===== config.mk =====
export PLATFORM = sky130hd
export DESIGN_NAME = rf_wport_arb
export DESIGN_NICKNAME = d
export VERILOG_FILES = /design/src/rtl/rf_wport_arb_pkg.sv /design/src/rtl/rf_wport_arb_wb_fifo.sv /design/src/rtl/rf_wport_arb.sv
export SDC_FILE = /design/constraint.sdc
export NUM_CORES = 1
export LEC_CHECK = 0
export BUFFER_PORTS_ARGS = -buffer_cell sky130_fd_sc_hd__buf_2
export CAP_MARGIN = 40
export CORE_MARGIN = 4
export CORE_UTILIZATION = 30
export DETAILED_ROUTE_END_ITERATION = 16
export HOLD_SLACK_MARGIN = 0.1
export SYNTH_ARGS = -nofsm -noshare
export SYNTH_HDL_FRONTEND = slang
export SYNTH_HIERARCHICAL = 1
export SYNTH_SLANG_ARGS = --single-unit

===== constraint.sdc =====
create_clock -name clk -period 3.7 [get_ports clk]
set_input_delay 0.925 -clock clk [delete_from_list [all_inputs] [get_ports clk]]
set_output_delay 0.925 -clock clk [all_outputs]
set_load 0.1 [all_outputs]

===== src/rtl/rf_wport_arb_pkg.sv =====
// Shared widths and arbiter state encoding for the register-file write-port arbiter.
package rf_wport_arb_pkg;

  localparam int REG_W  = 5;
  localparam int DATA_W = 32;

  typedef enum logic [1:0] {IDLE, WAIT, FORCE} arbState_e;

endpackage


===== src/rtl/rf_wport_arb_wb_fifo.sv =====
// Accelerator write-back FIFO: in-order queue of (rd, data) with per-entry source-match vector.
module wb_fifo
  import rf_wport_arb_pkg::*;
#(
  parameter int DEPTH = 4
) (
  input  logic                  clk_i,
  input  logic                  rst_i,
  input  logic                  push_i,
  input  logic [REG_W-1:0]      pushRd_i,
  input  logic [DATA_W-1:0]     pushData_i,
  input  logic                  pop_i,
  input  logic [REG_W-1:0]      rs_i,
  input  logic [REG_W-1:0]      rt_i,
  output logic [REG_W-1:0]      headRd_o,
  output logic [DATA_W-1:0]     headData_o,
  output logic [$clog2(DEPTH):0] count_o,
  output logic [DEPTH-1:0]      hitVec_o
);

  localparam int PTR_W = $clog2(DEPTH);
  localparam int CNT_W = PTR_W + 1;

  logic [REG_W-1:0]  rd_q   [DEPTH];
  logic [DATA_W-1:0] data_q [DEPTH];
  logic [DEPTH-1:0]  valid_q, valid_d;
  logic [PTR_W-1:0]  wrPtr_q, rdPtr_q;
  logic [CNT_W-1:0]  count_q;

  always_comb begin
    valid_d = valid_q;
    if (pop_i)  valid_d[rdPtr_q] = 1'b0;
    if (push_i) valid_d[wrPtr_q] = 1'b1;
  end

  // Pointers wrap naturally because DEPTH is a power of two.
  always_ff @(posedge clk_i) begin
    if (rst_i) begin
      wrPtr_q <= '0;
      rdPtr_q <= '0;
      count_q <= '0;
      valid_q <= '0;
    end else begin
      valid_q <= valid_d;
      if (push_i) wrPtr_q <= wrPtr_q + 1'b1;
      if (pop_i)  rdPtr_q <= rdPtr_q + 1'b1;
      if (push_i && !pop_i)      count_q <= count_q + CNT_W'(1);
      else if (pop_i && !push_i) count_q <= count_q - CNT_W'(1);
    end
  end

  always_ff @(posedge clk_i) begin
    if (push_i) begin
      rd_q[wrPtr_q]   <= pushRd_i;
      data_q[wrPtr_q] <= pushData_i;
    end
  end

  always_comb begin
    for (int i = 0; i < DEPTH; i++) begin
      hitVec_o[i] = valid_q[i] && (rd_q[i] != '0) && ((rd_q[i] == rs_i) || (rd_q[i] == rt_i));
    end
  end

  assign headRd_o   = rd_q[rdPtr_q];
  assign headData_o = data_q[rdPtr_q];
  assign count_o    = count_q;

endmodule


===== src/rtl/rf_wport_arb.sv =====
// Register-file write-port arbiter: pipeline WB has priority, queued accelerator results
// drain in idle slots, and a starvation FSM requests a WB bubble when the queue is blocked.
module rf_wport_arb
  import rf_wport_arb_pkg::*;
#(
  parameter int DEPTH      = 4,
  parameter int STARVE_LIM = 8
) (
  input  logic              clk,
  input  logic              rst,
  input  logic              regwrite_wb,
  input  logic [REG_W-1:0]  rd_wb,
  input  logic [DATA_W-1:0] wbdata,
  input  logic              acc_valid,
  input  logic [REG_W-1:0]  acc_rd,
  input  logic [DATA_W-1:0] acc_data,
  output logic              acc_ready,
  input  logic [REG_W-1:0]  rs_id,
  input  logic [REG_W-1:0]  rt_id,
  output logic              rf_we,
  output logic [REG_W-1:0]  rf_waddr,
  output logic [DATA_W-1:0] rf_wdata,
  output logic              pend_hit,
  output logic              stall_req
);

  localparam int CNT_W = $clog2(DEPTH) + 1;
  localparam int BLK_W = $clog2(STARVE_LIM) + 1;

  logic [CNT_W-1:0]  count, countNext;
  logic [REG_W-1:0]  headRd;
  logic [DATA_W-1:0] headData;
  logic [DEPTH-1:0]  hitVec;
  logic              pipeOwn, push, pop, blocked;

  arbState_e         state_q;
  logic [BLK_W-1:0]  blkCnt_q;
  logic              stall_q;

  assign pipeOwn   = regwrite_wb && (rd_wb != '0);
  assign acc_ready = !rst && (count < CNT_W'(DEPTH));
  assign push      = acc_valid && acc_ready && (acc_rd != '0);
  assign pop       = !rst && !pipeOwn && (count != '0);
  assign blocked   = pipeOwn && (count != '0);
  assign pend_hit  = !rst && (|hitVec);
  assign stall_req = stall_q && !rst;

  wb_fifo #(.DEPTH(DEPTH)) u_fifo (
    .clk_i      (clk),
    .rst_i      (rst),
    .push_i     (push),
    .pushRd_i   (acc_rd),
    .pushData_i (acc_data),
    .pop_i      (pop),
    .rs_i       (rs_id),
    .rt_i       (rt_id),
    .headRd_o   (headRd),
    .headData_o (headData),
    .count_o    (count),
    .hitVec_o   (hitVec)
  );

  always_comb begin
    countNext = count;
    if (push && !pop)      countNext = count + CNT_W'(1);
    else if (pop && !push) countNext = count - CNT_W'(1);
  end

  always_comb begin
    rf_we    = 1'b0;
    rf_waddr = '0;
    rf_wdata = '0;
    if (!rst) begin
      if (pipeOwn) begin
        rf_we    = 1'b1;
        rf_waddr = rd_wb;
        rf_wdata = wbdata;
      end else if (count != '0) begin
        rf_we    = 1'b1;
        rf_waddr = headRd;
        rf_wdata = headData;
      end
    end
  end

  // Force after STARVE_LIM consecutive blocked cycles; any pop releases the bubble request.
  always_ff @(posedge clk) begin
    if (rst) begin
      state_q  <= IDLE;
      blkCnt_q <= '0;
      stall_q  <= 1'b0;
    end else begin
      case (state_q)
        IDLE: begin
          if (countNext != '0) state_q <= WAIT;
        end
        WAIT: begin
          if (pop) begin
            blkCnt_q <= '0;
            if (countNext == '0) state_q <= IDLE;
          end else if (blocked) begin
            if (blkCnt_q == BLK_W'(STARVE_LIM - 1)) begin
              state_q <= FORCE;
              stall_q <= 1'b1;
            end
            if (blkCnt_q != '1) blkCnt_q <= blkCnt_q + 1'b1;
          end
        end
        FORCE: begin
          if (pop) begin
            blkCnt_q <= '0;
            stall_q  <= 1'b0;
            state_q  <= (countNext == '0) ? IDLE : WAIT;
          end else if (blocked && (blkCnt_q != '1)) begin
            blkCnt_q <= blkCnt_q + 1'b1;
          end
        end
        default: begin
          state_q <= IDLE;
          stall_q <= 1'b0;
        end
      endcase
    end
  end

endmodule

==> results.sh, run 1 <==
export IMPL_relSlewSlack=0.616
export IMPL_fin_area_um2=9960
export IMPL_drive_gt1_frac=0.430
export IMPL_initial_utilization=0.306
export IMPL_grt_pass1_vias=4825
export IMPL_peakVddDrop_mv=0.261
export IMPL_tritoncts="built"
export IMPL_seqPwrFrac=0.371
export IMPL_yosysWarningCount=6
export IMPL_maxCapViolCount=0
export IMPL_syn2layout_area_growth_pct=33.6
export IMPL_crit_type="reg2out"
export IMPL_swShare=0.337
export IMPL_clock_latency_ns=0.42
export IMPL_grt_total_usage=0.130
export IMPL_path_clk_slew_ns=0.07
export IMPL_seq_area_frac_synth=0.650
export IMPL_p_sw_w=0.00205
export IMPL_clockPowerShare=0.298
export IMPL_core_area_um2=24400
export IMPL_overflow=0
export IMPL_grt_max_degree=28
export IMPL_synth_top_area_share=0.596
export IMPL_via_per_inst=4.81
export IMPL_wl_um=17900
export IMPL_synthCells=447
export IMPL_worstPathRequired_ns=2.77
export IMPL_die_width_um=166
export IMPL_die_area_um2=27400
export IMPL_critPathArrivalTime_ns=2.68
export IMPL_pin_count=129
export IMPL_outcome="completed"
export IMPL_syn_area_um2=7460
export IMPL_placed_area_um2=9130
export IMPL_std_cell_rows=57
export IMPL_hpwlAfterDp_um=12200
export IMPL_numPortBuffers=128
export IMPL_min_delay_start="stall_q"
export IMPL_first_pass_iters=4
export IMPL_fmax_mhz=277
export IMPL_syn_area_per_cell_um2=16.7
export IMPL_fin_ws_ns=0.0934
export IMPL_start_kind="register"
export IMPL_cts_buffers=17
export IMPL_layout_nets=693
export IMPL_fillCellCount=2237
export IMPL_tightest_slew_ns=0.577
export IMPL_ys_top_cells_by_area="edfxtp_1 60%, mux4_2 9.1%, dfxtp_1 5.4%, a22o_1 4.1%, xor2_1 3.2%"
export IMPL_n_antenna_cell=0
export IMPL_antenna_found_initial=2
export IMPL_clock_sinks=168
export IMPL_ys_ff_latch=168
export IMPL_ctsRootBufferMaster="clkbuf_16"
export IMPL_reg2reg_from="u_fifo/count_o[0]"
export IMPL_p_int_w=0.00404
export IMPL_ys_flop_type="edfxtp_1"
export IMPL_ctsHtreeMaxLevel=4
export IMPL_drt_iter0_drc=250
export IMPL_min_period_over_period=0.975
export IMPL_finalSetupViolations=0
export IMPL_cts_buffer_depth=2
export IMPL_rsz0062_at_grt="false"
export IMPL_dieHeight_um=166
export IMPL_grt_pass1_wl_um=27800
export IMPL_vias=4455
export IMPL_fin_worst_skew_ns=0.00999
export IMPL_synth_cell_types=44
export IMPL_syn_num_nets=549
export IMPL_dp_slack_ns=0.201
export IMPL_crit_path_end_kind="output port"
export IMPL_combPwrFrac=0.331
export IMPL_gp_congestion=0.834
export IMPL_slew_viol_final=0
export IMPL_crit_path_max_fanout=12
export IMPL_period_needed_ns=3.61
export IMPL_antenna_left=0
export IMPL_synth_edf_count=148
export IMPL_wl_per_cell_um=19.3
export IMPL_leakage_nw=3.53
export IMPL_drc=0
export IMPL_startpoint="u_fifo/count_o[0]"
export IMPL_cts_hold_fix_buffers=0
export IMPL_synth_most_common_cell="edfxtp_1"
export IMPL_async_reset_ff_frac=0
export IMPL_hp_class="reg2reg"
export IMPL_hold_violations=0
export IMPL_powerDensity_nw_per_um2=611
export IMPL_synth_area_leader_cell="edfxtp_1"
export IMPL_finalSetupTns_ns=0
export IMPL_synth_common_cells="148 x edfxtp_1, 35 x a22o_1, 30 x mux4_2"
==> flip-flops by register name, indices dropped and copies added, names as in the netlist, named ones only <==
| register | count |
|---|---|
| blkCnt_q | 4 |
| u_fifo/rd_q | 20 |
| state_q | 2 |
| u_fifo/valid_q | 4 |
| u_fifo/count_o | 3 |
| u_fifo/wrPtr_q | 2 |
| u_fifo/rdPtr_q | 2 |
| u_fifo/data_q | 128 |
| stall_q | 1 |
==> cell families (layout without fill, tap and decap cells) <==
group                    Yosys count  count (layout)  share of synthesized area
adder cells (fa/ha/maj)           14              14                     0.0245
buffers and inverters             38             194                     0.0300
XOR/XNOR                          46              46                     0.0540
AO/OA/AOI/OAI                     71              71                     0.0748
flip-flops                       168             168                      0.650
AND/OR/NAND/NOR                   69              69                     0.0465
multiplexers                      41              41                      0.121
==> final timing paths <==
path | end | slack (ns) | depth (start not counted)
worst max-delay path | rf_wdata[21] | 0.09 | 9
worst min-delay path | stall_q | 0.51 | 2
worst max register to register | u_fifo/count_o[2] | 0.70 | 14
worst min register to register | stall_q | 0.51 | 2
==> cells in the final DEF, fill, tap and decap left out, types with 5 or more instances in the layout <==
cell type	count
nand2_1	8
o21ai_0	5
clkbuf_16	18
xor2_1	27
nor3_1	12
buf_12	44
inv_1	15
edfxtp_1	148
ha_1	12
a22o_2	20
a21oi_1	16
nand3_1	10
nor2_1	18
a22o_4	11
mux4_2	30
buf_2	91
buf_4	10
mux4_1	7
dfxtp_1	16
xnor2_1	19
or4_1	5
==> metal layers <==
metal	global-route usage	vias to the layer above	routed length [um]
li1	-	2067	-
met1	0.158	2244	7560
met2	0.221	113	9030
met3	0.0386	27	869
met4	0.0481	4	392
met5	0	-	26
==> critical path: stages (launching register included) <==
cell and delay (ns):
dfxtp_4 0.37, inv_1 0.06, ha_1 0.19, ha_2 0.21, or4_4 0.55, o32a_4 0.27, clkinv_8 0.10, buf_12 0.15
a22o_2 0.19, buf_12 0.17
==> cell type report <==
type / count / area [um2] / share of cell area
flip-flops and latches: 168 / 4850 / 0.487
multi-input cells: 241 / 2550 / 0.256
repair buffers: 147 / 1460 / 0.147
clock buffers: 17 / 425 / 0.0427
well taps: 324 / 405 / 0.0407
clock inverters: 14 / 185 / 0.0186
inverters: 16 / 72.6 / 0.00729
==> through the flow <==
stage / utilization / power, W / instances / hold WS [ns]
floorplan: - / 0.00359 / 447 / 0.450
CTS: 0.403 / 0.00609 / 923 / 0.507
detailed placement: 0.374 / 0.00420 / 890 / 0.490
finish: 0.408 / 0.00609 / 927 / 0.505
global placement: 0.371 / 0.00415 / 886 / 0.469
global route: 0.408 / 0.00635 / 927 / 0.523
==> power groups by stage <==
stage	Clock [W]	Sequential, W	Combinational [W]
final	0.00181	0.00226	0.00202
after global routing	0.00194	0.00227	0.00213
after CTS	0.00186	0.00226	0.00196
after detailed placement	0	0.00230	0.00190
after global placement	0	0.00229	0.00186
after floorplan	0	0.00227	0.00132
==> repair_timing <==
action                                  CTS  global route
gates cloned                              1             1
endpoints found under the setup margin   35            34
pin swaps                                 4             1
resized for setup                        11            12
buffers inserted                          1             3
endpoints found under the hold margin     0             0
Note: power is estimated with default switching activity, not from simulation.
==> run 2: changes to the inputs <==
--- a/config.mk
+++ b/config.mk
@@ -7,10 +7,12 @@
 export LEC_CHECK = 0
 export BUFFER_PORTS_ARGS = -buffer_cell sky130_fd_sc_hd__buf_2
 export CAP_MARGIN = 40
-export CORE_MARGIN = 4
+export CORE_MARGIN = 2
 export CORE_UTILIZATION = 30
 export DETAILED_ROUTE_END_ITERATION = 16
+export GPL_ROUTABILITY_DRIVEN = 0
 export HOLD_SLACK_MARGIN = 0.1
+export RECOVER_POWER = 25
 export SYNTH_ARGS = -nofsm -noshare
 export SYNTH_HDL_FRONTEND = slang
 export SYNTH_HIERARCHICAL = 1
==> run 2 against run 1 <==
  * First-iteration DRC count rose by 20%
  * Clock-buffer cell count unchanged
  * Cell count is 0.43% higher
  * Critical path type unchanged
  * Critical endpoint is now rf_wdata[24]
  * Highest routed layer unchanged
==> results.sh, run 2 (synthesis results as in run 1) <==
export IMPL_outcome="completed"
export IMPL_regMostFlops="u_fifo/data_q"
export IMPL_drt_iter0_drc=299
export IMPL_largest_register_ffs=128
export IMPL_grt_pass1_vias=4802
export IMPL_relSlewSlack=0.576
export IMPL_drc=0
export IMPL_overflow=0
export IMPL_hp_class="reg2reg"
export IMPL_grt_max_degree=29
export IMPL_path_clk_slew_ns=0.07
export IMPL_die_area_um2=26100
export IMPL_dp_slack_ns=0.235
export IMPL_tightest_slew_ns=0.637
export IMPL_clock_sinks=168
export IMPL_crit_path_end_kind="output port"
export IMPL_finalSetupTns_ns=0
export IMPL_critPathArrivalTime_ns=2.64
export IMPL_start_kind="register"
export IMPL_initial_utilization=0.306
export IMPL_ctsHtreeMaxLevel=4
export IMPL_fillCellCount=2237
export IMPL_finalSetupViolations=0
export IMPL_core_area_um2=24400
export IMPL_min_period_over_period=0.964
export IMPL_numPortBuffers=128
export IMPL_grt_total_usage=0.139
export IMPL_cts_buffer_depth=2
export IMPL_vias=4543
export IMPL_final_common_cell="edfxtp_1"
export IMPL_leakage_nw=3.47
export IMPL_crit_path_max_fanout=6
export IMPL_maxCapViolCount=0
export IMPL_first_pass_iters=6
export IMPL_mostFrequentLayoutCells="148 x edfxtp_1, 64 x buf_2, 44 x buf_12"
export IMPL_cts_hold_fix_buffers=0
export IMPL_worstPathRequired_ns=2.77
export IMPL_reg_top3="u_fifo/data_q (128), u_fifo/rd_q (20)"
export IMPL_syn2layout_area_growth_pct=33.4
export IMPL_ctsRootBufferMaster="clkbuf_16"
export IMPL_fin_worst_skew_ns=0.00933
export IMPL_layout_nets=697
export IMPL_peakVddDrop_mv=0.284
export IMPL_powerDensity_nw_per_um2=612
export IMPL_std_cell_rows=57
export IMPL_via_per_inst=4.88
export IMPL_wl_per_cell_um=19.5
export IMPL_hpwlAfterDp_um=12100
export IMPL_dieHeight_um=162
export IMPL_grt_pass1_wl_um=27100
export IMPL_cts_buffers=17
export IMPL_wl_um=18100
export IMPL_tritoncts="built"
export IMPL_die_width_um=162
export IMPL_period_needed_ns=3.57
export IMPL_n_antenna_cell=0
export IMPL_slew_viol_final=0
export IMPL_clock_latency_ns=0.43
export IMPL_rsz0062_at_grt="false"
export IMPL_pin_count=129
export IMPL_antenna_found_initial=1
export IMPL_drive_gt1_frac=0.389
export IMPL_hold_violations=0
export IMPL_fmax_mhz=280
export IMPL_fin_ws_ns=0.134
export IMPL_crit_type="reg2out"
export IMPL_antenna_left=0
==> run 2: cell types whose count changed in the layout (fill, tap and decap cells not counted), sizes merged <==
cell and change:
buf -24, clkinvlp +2, clkbuf +28, inv -1, clkinv -1
==> run 2: stage by stage <==
stage	cells	total power, W	instance area [um2]	hold slack [ns]	utilization
3_3_place_gp	887	0.00414	9050	0.469	0.371
3_5_place_dp	891	0.00419	9130	0.484	0.374
2_1_floorplan	447	0.00359	7500	0.450	-
5_1_grt	931	0.00634	9950	0.571	0.408
6_report	931	0.00609	9950	0.496	0.408
4_1_cts	923	0.00604	9800	0.499	0.402
==> run 2: worst paths after layout <==
kind,start,end,slack [ns],cells after the start
worst max-delay path,u_fifo/count_o[0],rf_wdata[24],0.13,9
worst min-delay path,stall_q,stall_q,0.50,2
worst max register to register,u_fifo/count_o[0],u_fifo/count_o[1],0.36,16
worst min register to register,stall_q,stall_q,0.50,2
==> run 2: metal layers <==
layer	vias to the layer above	wire [um]	global-route usage
met2	125	9310	0.237
met5	-	13	0
met1	2323	7540	0.168
li1	2072	-	-
met3	21	923	0.0386
met4	2	342	0.0535
==> run 2: critical path, cell delays in order, from the launching register on <==
cell       delay, ns
dfxtp_4         0.37
inv_1           0.06
ha_2            0.20
ha_4            0.17
or4_4           0.53
o32a_4          0.26
clkinv_8        0.10
clkbuf_16       0.17
a22o_2          0.17
buf_12          0.17
==> run 2: area by class of cell <==
cell class / instances / area, um2 / share of cell area
Clock inverter: 14 / 161 / 0.0162
Tap cell: 324 / 405 / 0.0407
Sequential cell: 168 / 4850 / 0.488
Timing Repair Buffer: 151 / 1480 / 0.148
Clock buffer: 17 / 425 / 0.0428
Multi-Input combinational cell: 241 / 2560 / 0.257
Inverter: 16 / 72.6 / 0.00729
==> run 2: power by group <==
group          internal [W]  switching, W  total (W)
Combinational      0.000854       0.00121    0.00206
Sequential          0.00219     0.0000734    0.00226
Clock               0.00101      0.000758    0.00177
==> run 2: what timing repair did <==
item	in CTS	in global routing
endpoints found under the setup margin	35	35
pin swaps	0	2
cloned	1	2
resized for setup	13	13
buffers inserted	0	6
